[config.mk]
export PLATFORM = sky130hd
export DESIGN_NAME = compare_seq_accum
export DESIGN_NICKNAME = d
export VERILOG_FILES = /design/src/rtl/compare_seq_accum.sv
export SDC_FILE = /design/constraint.sdc
export NUM_CORES = 1
export LEC_CHECK = 0
export ABC_AREA = 1
export BUFFER_PORTS_ARGS = -buffer_cell sky130_fd_sc_hd__buf_2
export CORE_MARGIN = 1
export CORE_UTILIZATION = 44
export CTS_CLUSTER_DIAMETER = 80
export CTS_CLUSTER_SIZE = 28
export DETAILED_ROUTE_END_ITERATION = 6
export PLACE_DENSITY_LB_ADDON = 0.25
export SETUP_SLACK_MARGIN = 0.1
export SYNTH_ARGS = -nofsm -noshare
export SYNTH_HDL_FRONTEND = slang
export SYNTH_SLANG_ARGS = --single-unit
[constraint.sdc]
create_clock -name clk -period 1.1 [get_ports clk]
set_input_delay 0.33 -clock clk [delete_from_list [all_inputs] [get_ports clk]]
set_output_delay 0.33 -clock clk [all_outputs]
set_load 0.02 [all_outputs]
[src/rtl/compare_seq_accum.sv]
// Multi-lane, multi-digit sign-code comparator: reduces framed beats of digit signs to one result per lane.
// Optional beat counter output (out_beats) is enabled by defining COMPARE_BEAT_CNT_EN.
module compare_seq_accum #(
    parameter int LANES     = 4,
    parameter int DIGITS    = 4,
    parameter int MSD_FIRST = 0,
    parameter int CNT_W     = 8
) (
    input  logic                      clk,
    input  logic                      reset,
    input  logic                      in_valid,
    output logic                      in_ready,
    input  logic                      in_first,
    input  logic                      in_last,
    input  logic [LANES*DIGITS*2-1:0] in_sign,
    output logic                      out_valid,
    input  logic                      out_ready,
    output logic [LANES*2-1:0]        out_sign,
    output logic [LANES-1:0]          out_err,
`ifdef COMPARE_BEAT_CNT_EN
    output logic [CNT_W-1:0]          out_beats,
`endif
    output logic                      busy
);

    typedef enum logic {
        S_IDLE,
        S_ACCUM
    } state_t;

    state_t               r_state;
    logic [LANES*2-1:0]   r_acc;
    logic [LANES-1:0]     r_err;
    logic                 r_outValid;
    logic [LANES*2-1:0]   r_outSign;
    logic [LANES-1:0]     r_outErr;

    logic                 w_accept;
    logic                 w_firstBeat;
    logic [LANES*2-1:0]   w_beatSign;
    logic [LANES-1:0]     w_beatErr;
    logic [LANES*2-1:0]   w_accNext;
    logic [LANES-1:0]     w_errNext;
    logic [LANES*2-1:0]   w_resultSign;

    // The output slot can take a new result when empty or being drained this cycle.
    assign in_ready    = !r_outValid || out_ready;
    assign w_accept    = in_valid && in_ready;
    assign w_firstBeat = (r_state == S_IDLE) || in_first;

    // Per lane: highest-index decisive digit wins; undefined digits only raise the error flag.
    always_comb begin
        w_beatSign   = {LANES{2'b01}};
        w_beatErr    = '0;
        w_accNext    = {LANES{2'b01}};
        w_errNext    = '0;
        w_resultSign = {LANES{2'b01}};
        for (int l = 0; l < LANES; l++) begin
            for (int d = 0; d < DIGITS; d++) begin
                if (in_sign[(l*DIGITS+d)*2 +: 2] == 2'b11) begin
                    w_beatErr[l] = 1'b1;
                end else if (in_sign[(l*DIGITS+d)*2 +: 2] != 2'b01) begin
                    w_beatSign[l*2 +: 2] = in_sign[(l*DIGITS+d)*2 +: 2];
                end
            end
            w_accNext[l*2 +: 2] = w_firstBeat ? 2'b01 : r_acc[l*2 +: 2];
            if (MSD_FIRST != 0) begin
                if (w_accNext[l*2 +: 2] == 2'b01) begin
                    w_accNext[l*2 +: 2] = w_beatSign[l*2 +: 2];
                end
            end else begin
                if (w_beatSign[l*2 +: 2] != 2'b01) begin
                    w_accNext[l*2 +: 2] = w_beatSign[l*2 +: 2];
                end
            end
            w_errNext[l]           = (!w_firstBeat && r_err[l]) || w_beatErr[l];
            w_resultSign[l*2 +: 2] = w_errNext[l] ? 2'b11 : w_accNext[l*2 +: 2];
        end
    end

    // Frame FSM plus the registered result slot; a consume and a reload on the same edge keep out_valid high.
    always_ff @(posedge clk) begin
        if (reset) begin
            r_state    <= S_IDLE;
            r_acc      <= {LANES{2'b01}};
            r_err      <= '0;
            r_outValid <= 1'b0;
            r_outSign  <= {LANES{2'b01}};
            r_outErr   <= '0;
        end else begin
            if (r_outValid && out_ready) begin
                r_outValid <= 1'b0;
            end
            if (w_accept) begin
                r_acc <= w_accNext;
                r_err <= w_errNext;
                if (in_last) begin
                    r_outValid <= 1'b1;
                    r_outSign  <= w_resultSign;
                    r_outErr   <= w_errNext;
                    r_state    <= S_IDLE;
                end else begin
                    r_state    <= S_ACCUM;
                end
            end
        end
    end

    assign out_valid = r_outValid;
    assign out_sign  = r_outSign;
    assign out_err   = r_outErr;
    assign busy      = (r_state == S_ACCUM);

`ifdef COMPARE_BEAT_CNT_EN
    localparam logic [CNT_W-1:0] CNT_MAX = '1;

    logic [CNT_W-1:0] r_cnt;
    logic [CNT_W-1:0] r_outBeats;
    logic [CNT_W-1:0] w_cntNext;

    // Saturating count of beats in the current frame, restarted by any first beat.
    always_comb begin
        w_cntNext = CNT_W'(1);
        if (!w_firstBeat) begin
            w_cntNext = (r_cnt == CNT_MAX) ? r_cnt : r_cnt + CNT_W'(1);
        end
    end

    always_ff @(posedge clk) begin
        if (reset) begin
            r_cnt      <= '0;
            r_outBeats <= '0;
        end else if (w_accept) begin
            r_cnt <= w_cntNext;
            if (in_last) begin
                r_outBeats <= w_cntNext;
            end
        end
    end

    assign out_beats = r_outBeats;
`endif

endmodule

---- Word level (Yosys, flattened, before mapping) ----
Cells that the tools add are included.
storage, ports and cells
  output and inout bits ................... 15
  bits in registers ....................... 26
  logic and storage cells ................. 122
  input bits .............................. 38
operators by class
  reductions and logical operators ........ 15
  eq/ne operators ......................... 36
  mux-type cells .......................... 64
  bitwise operators ....................... 1
operators with widths
  operator              count
  $mux W2               44
  $ne A2 B1 Y1 const B  20
  $eq A2 B2 Y1 const B  16
  $mux W1               20
  $logic_and A1 B1 Y1   6
  $logic_or A1 B1 Y1    6
  $logic_not A1 Y1      2
  $reduce_and A2 Y1     1
  $not A1 Y1            1

---- Longest topological paths before layout ----
Gate-level depths: netlist (run 1).
  depth in word-level cells ............... 12
  gate-level depth with buffers ........... 10

---- Worst setup path after synthesis (run 1) ----
No wires, ideal clock.
  path type ............................... register -> register
  start ................................... register r_outValid (netlist: out_valid)
  end ..................................... register r_outSign[7] (netlist: out_sign[7])
  arrival ................................. 1.161 ns
  setup slack ............................. -0.180 ns
  stages on the path, launching flop included .. 9
  cells stage by stage .................... dfxtp_1 nand2_4 nand2_4 inv_4 nand2_4 buf_6 nor2_4 nor2_1 a21oi_2
between the ends
  cells in the longest elaborated chain, start to end .. 4
ends and longest elaborated chain
  what                                line  source
  from (decl)                         34    logic r_outValid;
  from (signal assigned)              87    r_outValid <= 1'b0;
  from (signal assigned)              92    r_outValid <= 1'b0;
  from (signal assigned)              98    r_outValid <= 1'b1;
  $logic_not A1 Y1                    47    assign in_ready = !r_outValid || out_ready;
  $logic_or A1 B1 Y1                  47
  net in_ready                        12    output logic in_ready,
  $logic_and A1 B1 Y1                 48    assign w_accept = in_valid && in_ready;
  $reduce_and A2 Y1 (no source line)  --
  to (signal assigned)                88    r_outSign <= {LANES{2'b01}};
  to (signal assigned)                99    r_outSign <= w_resultSign;
  to (decl)                           35    logic [LANES*2-1:0] r_outSign;
The timed path passes the listed nets, and every way through them passes these cells.
A chain may end at the register's enable or synchronous reset.

---- Final worst setup path (run 1) ----
  start ................................... register r_outValid (netlist: out_valid)
  end ..................................... output in_ready
between the ends
  cells in the longest elaborated chain, start to end .. 2
ends and longest elaborated chain
  what                line
  $logic_not A1 Y1    47
  $logic_or A1 B1 Y1  47
  to (decl)           12
Every way passes these cells.

==> flow_metrics.tcl, run 1 <==
set metrics [dict create \
    synthAdderAreaFrac_pct 0 \
    slew_violations 0 \
    clkPwrFrac_pct 18.3 \
    ctsHoldBuffers 0 \
    grt_pass1_wl_um 6990 \
    dieArea_mm2 0.00342 \
    nFillCells 200 \
    switching_share_pct 33.1 \
    crit_start "out_valid" \
    switchingPower_uw 768 \
    period_needed_ns 1.33 \
    top_layer "met4" \
    coreArea_mm2 0.00305 \
    p_total_uw 2320 \
    peakVddDrop_mv 1.01 \
    max_freq_mhz 753 \
    ioPinCount 53 \
    drc 0 \
    synth_top_family_by_area "simple AND/OR/NAND/NOR gates" \
    first_pass_iters 4 \
    multiInputGateArea_um2 931 \
    antenna_found_initial 0 \
    p_int_uw 1550 \
    failed_checks "setup timing" \
    drive_above_1_share_pct 53.3 \
    num_rows 20 \
    power.share.combinational_pct 34.8 \
    timing.rr.end "out_sign[1]" \
    clockBufferDepth 2 \
    r2r_cells 10 \
    area_growth_pct 73.3 \
    synth-seq-cells 26 \
    synth.area.mux_share_pct 0 \
    path_class "flip-flop to output pin" \
    worst_pin_slew_ns 0.444 \
    ys.flop_type "dfxtp_1" \
    yosys_warnings 0 \
    place_congestion 0.763 \
    clock_latency_ns 0.33 \
    min_from "in_sign[31]" \
    async_reset_ff_share_pct 0 \
    synth-xor-area-share_pct 0 \
    dp_slack_ns -0.190 \
    netlist_instances 217 \
    maxCapViolCount 0 \
    cellLeakagePower_uw 0.00121 \
    hold_viol_final 0 \
    fp.dieW_um 58.5 \
    worst_ep_required_time_ns 0.77 \
    cp_max_fo 2 \
    max_slew_margin_pct 70.2 \
    synth_area_per_cell_um2 6.48 \
    routedWlPerCell_um 13.7 \
    rsz0062_at_grt "yes" \
    ant_nets 0 \
    wl_met1_um 1860 \
    cts_tree "done" \
    clock_sinks 26 \
    seq_area_um2 543 \
    htreeDepth 1 \
    worstReg2RegStart "out_valid" \
    wl_met3_um 258 \
    crit_arrival_ns 1.00 \
    setup_viol 41 \
    period_share_pct 121 \
    dp_hpwl_um 2480 \
    drt-initial-drc-count 57 \
    status "finished, violations left" \
    grt.total_usage_pct 26.6 \
    portBuffers 52 \
    worst_slack_ns -0.228 \
    reg2reg_slack_ns -0.23 \
    synthSimpleGateAreaFrac_pct 34.7 \
    hold_path_class "input pin to flip-flop" \
    route.vias.total 1808 \
    cts-root-buf "clkbuf_4" \
    layout.cells.non_filler 350 \
    vias_per_cell 5.17 \
    path_clk_slew_ns 0.15 \
    finClkSkew_ns 0.0160 \
    cp-end-kind "output pin" \
    cts_made_buffers 3 \
    critical_path.endpoint "in_ready" \
    critPathLaunchType "flip-flop" \
    synth_nets 255 \
    yosysUniqueCellTypes 22 \
    powerDensity_mw_per_mm2 952 \
    synth_compound_area_share_pct 17.1 \
    nets 345 \
    wl_met2_um 2480 \
    gr-total-overflow 0 \
    synth_area_mm2 0.00141 \
    wl_um 4780 \
    grt_pass1_vias 1661 \
    grt_max_degree 15 \
    fp.dieH_um 58.5 \
    start_util_pct 46.0 \
    antennaDiodeCount 0 \
    synth-edff-count 0 \
    dp.cells 329 \
    seqPwrFrac_pct 46.9 \
    yosysSeqAreaShare_pct 37.0 \
    holdWs_ns 0.361 \
]
==> metrics by stage <==
| stage | instance area (um^2) | setup TNS, ns | util (%) |
|---|---|---|---|
| 2_1_floorplan | 1420 | -0.0630 | - |
| 3_3_place_gp | 1870 | -2.05 | 61.4 |
| 3_5_place_dp | 1870 | -2.49 | 61.4 |
| 4_1_cts | 2300 | -3.65 | 75.4 |
| 5_1_grt | 2430 | -5.76 | 79.8 |
| 6_report | 2430 | -4.50 | 79.8 |
==> per-layer routing <==
metal | vias up | global-route usage (%)
met1 | 843 | 30.5
met3 | 18 | 5.05
met5 | - | 0
met4 | 0 | 8.16
li1 | 870 | -
met2 | 77 | 49.8
==> sequential cells by signal, indices dropped and copies added, names as in the netlist <==
| signal | flops |
|---|---|
| busy | 1 |
| out_err | 4 |
| out_sign | 8 |
| out_valid | 1 |
| r_acc | 8 |
| r_err | 4 |
==> placed cells by master, fill, tap and decap left out, drive strengths merged <==
cell,synthesis,routed
buf,4,89
nand2,55,56
inv,32,32
nor2,31,31
dfxtp,26,26
o21ai,20,20
nand3,18,18
a21oi,16,16
o211ai,6,6
or2,4,4
clkbuf,2,3
nor3,2,2
a211oi,1,1
clkinv,0,1
bufbuf,0,1
==> logic make-up (layout without fill, tap and decap cells) <==
family	Yosys count	count (layout)
DFF	26	26
and+or+nand+nor	110	111
AOI/OAI and AO/OA	43	43
buffers and inverters	38	126
==> layout make-up <==
| cell class | count | area share (%) |
|---|---|---|
| clock inverters | 1 | 0.154 |
| flip-flops and latches | 26 | 22.3 |
| repair buffers | 90 | 30.4 |
| multi-input cells | 154 | 38.2 |
| well taps | 44 | 2.26 |
| inverters | 32 | 5.76 |
| clock buffers | 3 | 0.925 |
==> worst min path at each step <==
| stage | to | cells after the start |
|---|---|---|
| global placement | r_acc[4] | 2 |
| global route | r_acc[2] | 4 |
| detailed placement | out_err[0] | 2 |
| finish | r_acc[7] | 5 |
| CTS | r_acc[7] | 5 |
| floorplan | r_acc[0] | 2 |
==> critical path, cell delays in order (launching register included) <==
cell	delay (ns)
dfxtp_4	0.39
nand2_4	0.05
buf_6	0.11
buf_6	0.12
==> what timing repair did <==
| action | CTS | global route |
|---|---|---|
| buffers inserted | 9 | 7 |
| gates cloned | 2 | 0 |
| gates resized for setup | 90 | 27 |
| pin swaps | 9 | 17 |
| endpoints found under the setup margin | 41 | 41 |
==> synth_stat cells, types with 2 or more instances <==
master	count	area, um^2
nor2_1	29	109
or2_1	2	12.5
o211ai_1	6	45.0
inv_2	5	18.8
buf_2	3	15.0
o21ai_0	18	90.1
a21oi_2	2	17.5
dfxtp_1	26	521
nand2_4	3	33.8
nand2_1	51	191
or2_2	2	12.5
inv_1	26	97.6
a21oi_1	14	70.1
nor2_4	2	22.5
nor3_1	2	10.0
o21ai_1	2	10.0
clkbuf_1	2	7.51
nand3_1	18	90.1
==> power by group through the flow <==
stage	registers, uW	clock network, uW	logic, uW
floorplan	1110	0	251
global placement	1070	0	520
detailed placement	1070	0	528
CTS	1070	423	706
global route	1090	456	872
finish	1090	424	807
Power figures use the tool's default switching activity.
==> inputs of run 2 (changes only) <==
REMOVE_ABC_BUFFERS = 1   (was default)
==> run 2 against run 1 <==
  * The flow still finishes with violations (setup timing)
  * Via count decreased by 4.1%
  * Sequential cell count unchanged
  * First-iteration DRC count fell by 16%
  * Setup slack better by 0.0034 ns
  * Non-clock buffer count up 3
  * Highest routed layer unchanged
  * Critical endpoint unchanged
  * Final cell count up 0.86%
  * Hold slack got worse by 0.013 ns
  * Global-route usage is 3.3 points lower
==> flow_metrics.tcl, run 2 (synthesized netlist as in run 1, its figures left out) <==
set metrics [dict create \
    nets 348 \
    worst_pin_slew_ns 0.515 \
    critPathLaunchType "flip-flop" \
    maxCapViolCount 0 \
    setup_viol 39 \
    grt_pass1_wl_um 6160 \
    cp_max_fo 2 \
    portBuffers 52 \
    period_share_pct 120 \
    status "finished, violations left" \
    cts-root-buf "clkbuf_4" \
    crit_arrival_ns 0.99 \
    dp_hpwl_um 2470 \
    slew_violations 0 \
    grt_pass1_vias 1491 \
    peakVddDrop_mv 0.797 \
    cp-end-kind "output pin" \
    cts_tree "done" \
    ctsHoldBuffers 0 \
    antennaDiodeCount 0 \
    max_slew_margin_pct 65.6 \
    dp_slack_ns -0.239 \
    htreeDepth 1 \
    area_growth_pct 73.3 \
    hold_path_class "input pin to flip-flop" \
    layout.cells.non_filler 353 \
    r2r_cells 7 \
    fp.dieW_um 58.5 \
    path_clk_slew_ns 0.14 \
    mostFrequentLayoutCells "nand2_1 (47), buf_2 (37), buf_4 (29)" \
    ioPinCount 53 \
    period_needed_ns 1.32 \
    grt.total_usage_pct 23.4 \
    vias_per_cell 4.91 \
    drc 0 \
    coreArea_mm2 0.00305 \
    hold_viol_final 0 \
    clockBufferDepth 2 \
    route.vias.total 1734 \
    wl_um 4570 \
    max_freq_mhz 755 \
    clock_latency_ns 0.34 \
    min_from "in_sign[7]" \
    drt-initial-drc-count 48 \
    ant_nets 0 \
    hold_path_depth 5 \
    place_congestion 0.752 \
    clock_sinks 26 \
    drive_above_1_share_pct 54.4 \
    powerDensity_mw_per_mm2 974 \
    cellLeakagePower_uw 0.00122 \
    min_to "r_acc[1]" \
    worst_slack_ns -0.225 \
    finClkSkew_ns 0.00670 \
    worst_ep_required_time_ns 0.77 \
    dp.cells 326 \
    worstReg2RegStart "out_valid" \
    grt_max_degree 16 \
    gr-total-overflow 0 \
    first_pass_iters 4 \
    reg2reg_slack_ns -0.19 \
    num_rows 20 \
    cts_made_buffers 3 \
    routedWlPerCell_um 12.9 \
    path_class "flip-flop to output pin" \
    failed_checks "setup timing" \
    mostFrequentLayoutCell "nand2_1" \
    fp.dieH_um 58.5 \
    timing.rr.end "r_err[0]" \
    rsz0062_at_grt "yes" \
    start_util_pct 46.0 \
    antenna_found_initial 0 \
    dieArea_mm2 0.00342 \
]
-- run 2: worst max-delay path by stage --
stage,start,to,cells after the start
floorplan,out_valid,out_sign[2],7
global placement,out_ready,out_sign[4],9
detailed placement,out_ready,out_sign[2],9
CTS,out_valid,in_ready,3
global route,out_valid,in_ready,3
finish,out_valid,in_ready,3
-- run 2: repair_timing --
action,4_1_cts,5_1_grt
hold endpoints to repair,0,0
pin swaps,13,13
gates resized for setup,79,50
gates cloned,1,1
buffers inserted,11,10
endpoints found under the setup margin,41,41
-- run 2: power breakdown --
part / total (uW) / internal, uW / switching [uW]
registers: 1090 / 1020 / 63.6
clock network: 497 / 203 / 294
logic: 789 / 385 / 404
total: 2370 / 1610 / 762
-- run 2: layout make-up --
class,count,area (um^2)
clock buffer,4,36.3
inverter,32,143
fill,215,618
timing repair buffer,93,724
sequential,26,538
multi-input combinational,154,938
tap,44,55.1
-- run 2: per-layer routing --
| layer | up-vias | track usage, % | wire length [um] |
|---|---|---|---|
| li1 | 875 | - | - |
| met1 | 800 | 27.9 | 1770 |
| met2 | 45 | 43.2 | 2500 |
| met3 | 14 | 4.62 | 177 |
| met4 | 0 | 5.10 | 116 |
| met5 | - | 0 | 0 |
-- run 2: critical path, cell delays in order (launching register included) --
cell and delay (ns):
dfxtp_2 0.38, nand2_4 0.05, buf_6 0.11, buf_6 0.12
-- run 2: metrics by stage --
stage	power (uW)	utilization, %	hold slack (ns)	TNS [ns]	instance area (um^2)
floorplan	1340	-	0.392	-3.00	1370
global placement	1570	59.9	0.444	-2.82	1830
detailed placement	1580	59.9	0.456	-3.31	1830
CTS	2210	71.6	0.352	-1.54	2190
global route	2500	79.8	0.349	-5.51	2430
finish	2370	79.8	0.348	-3.79	2430
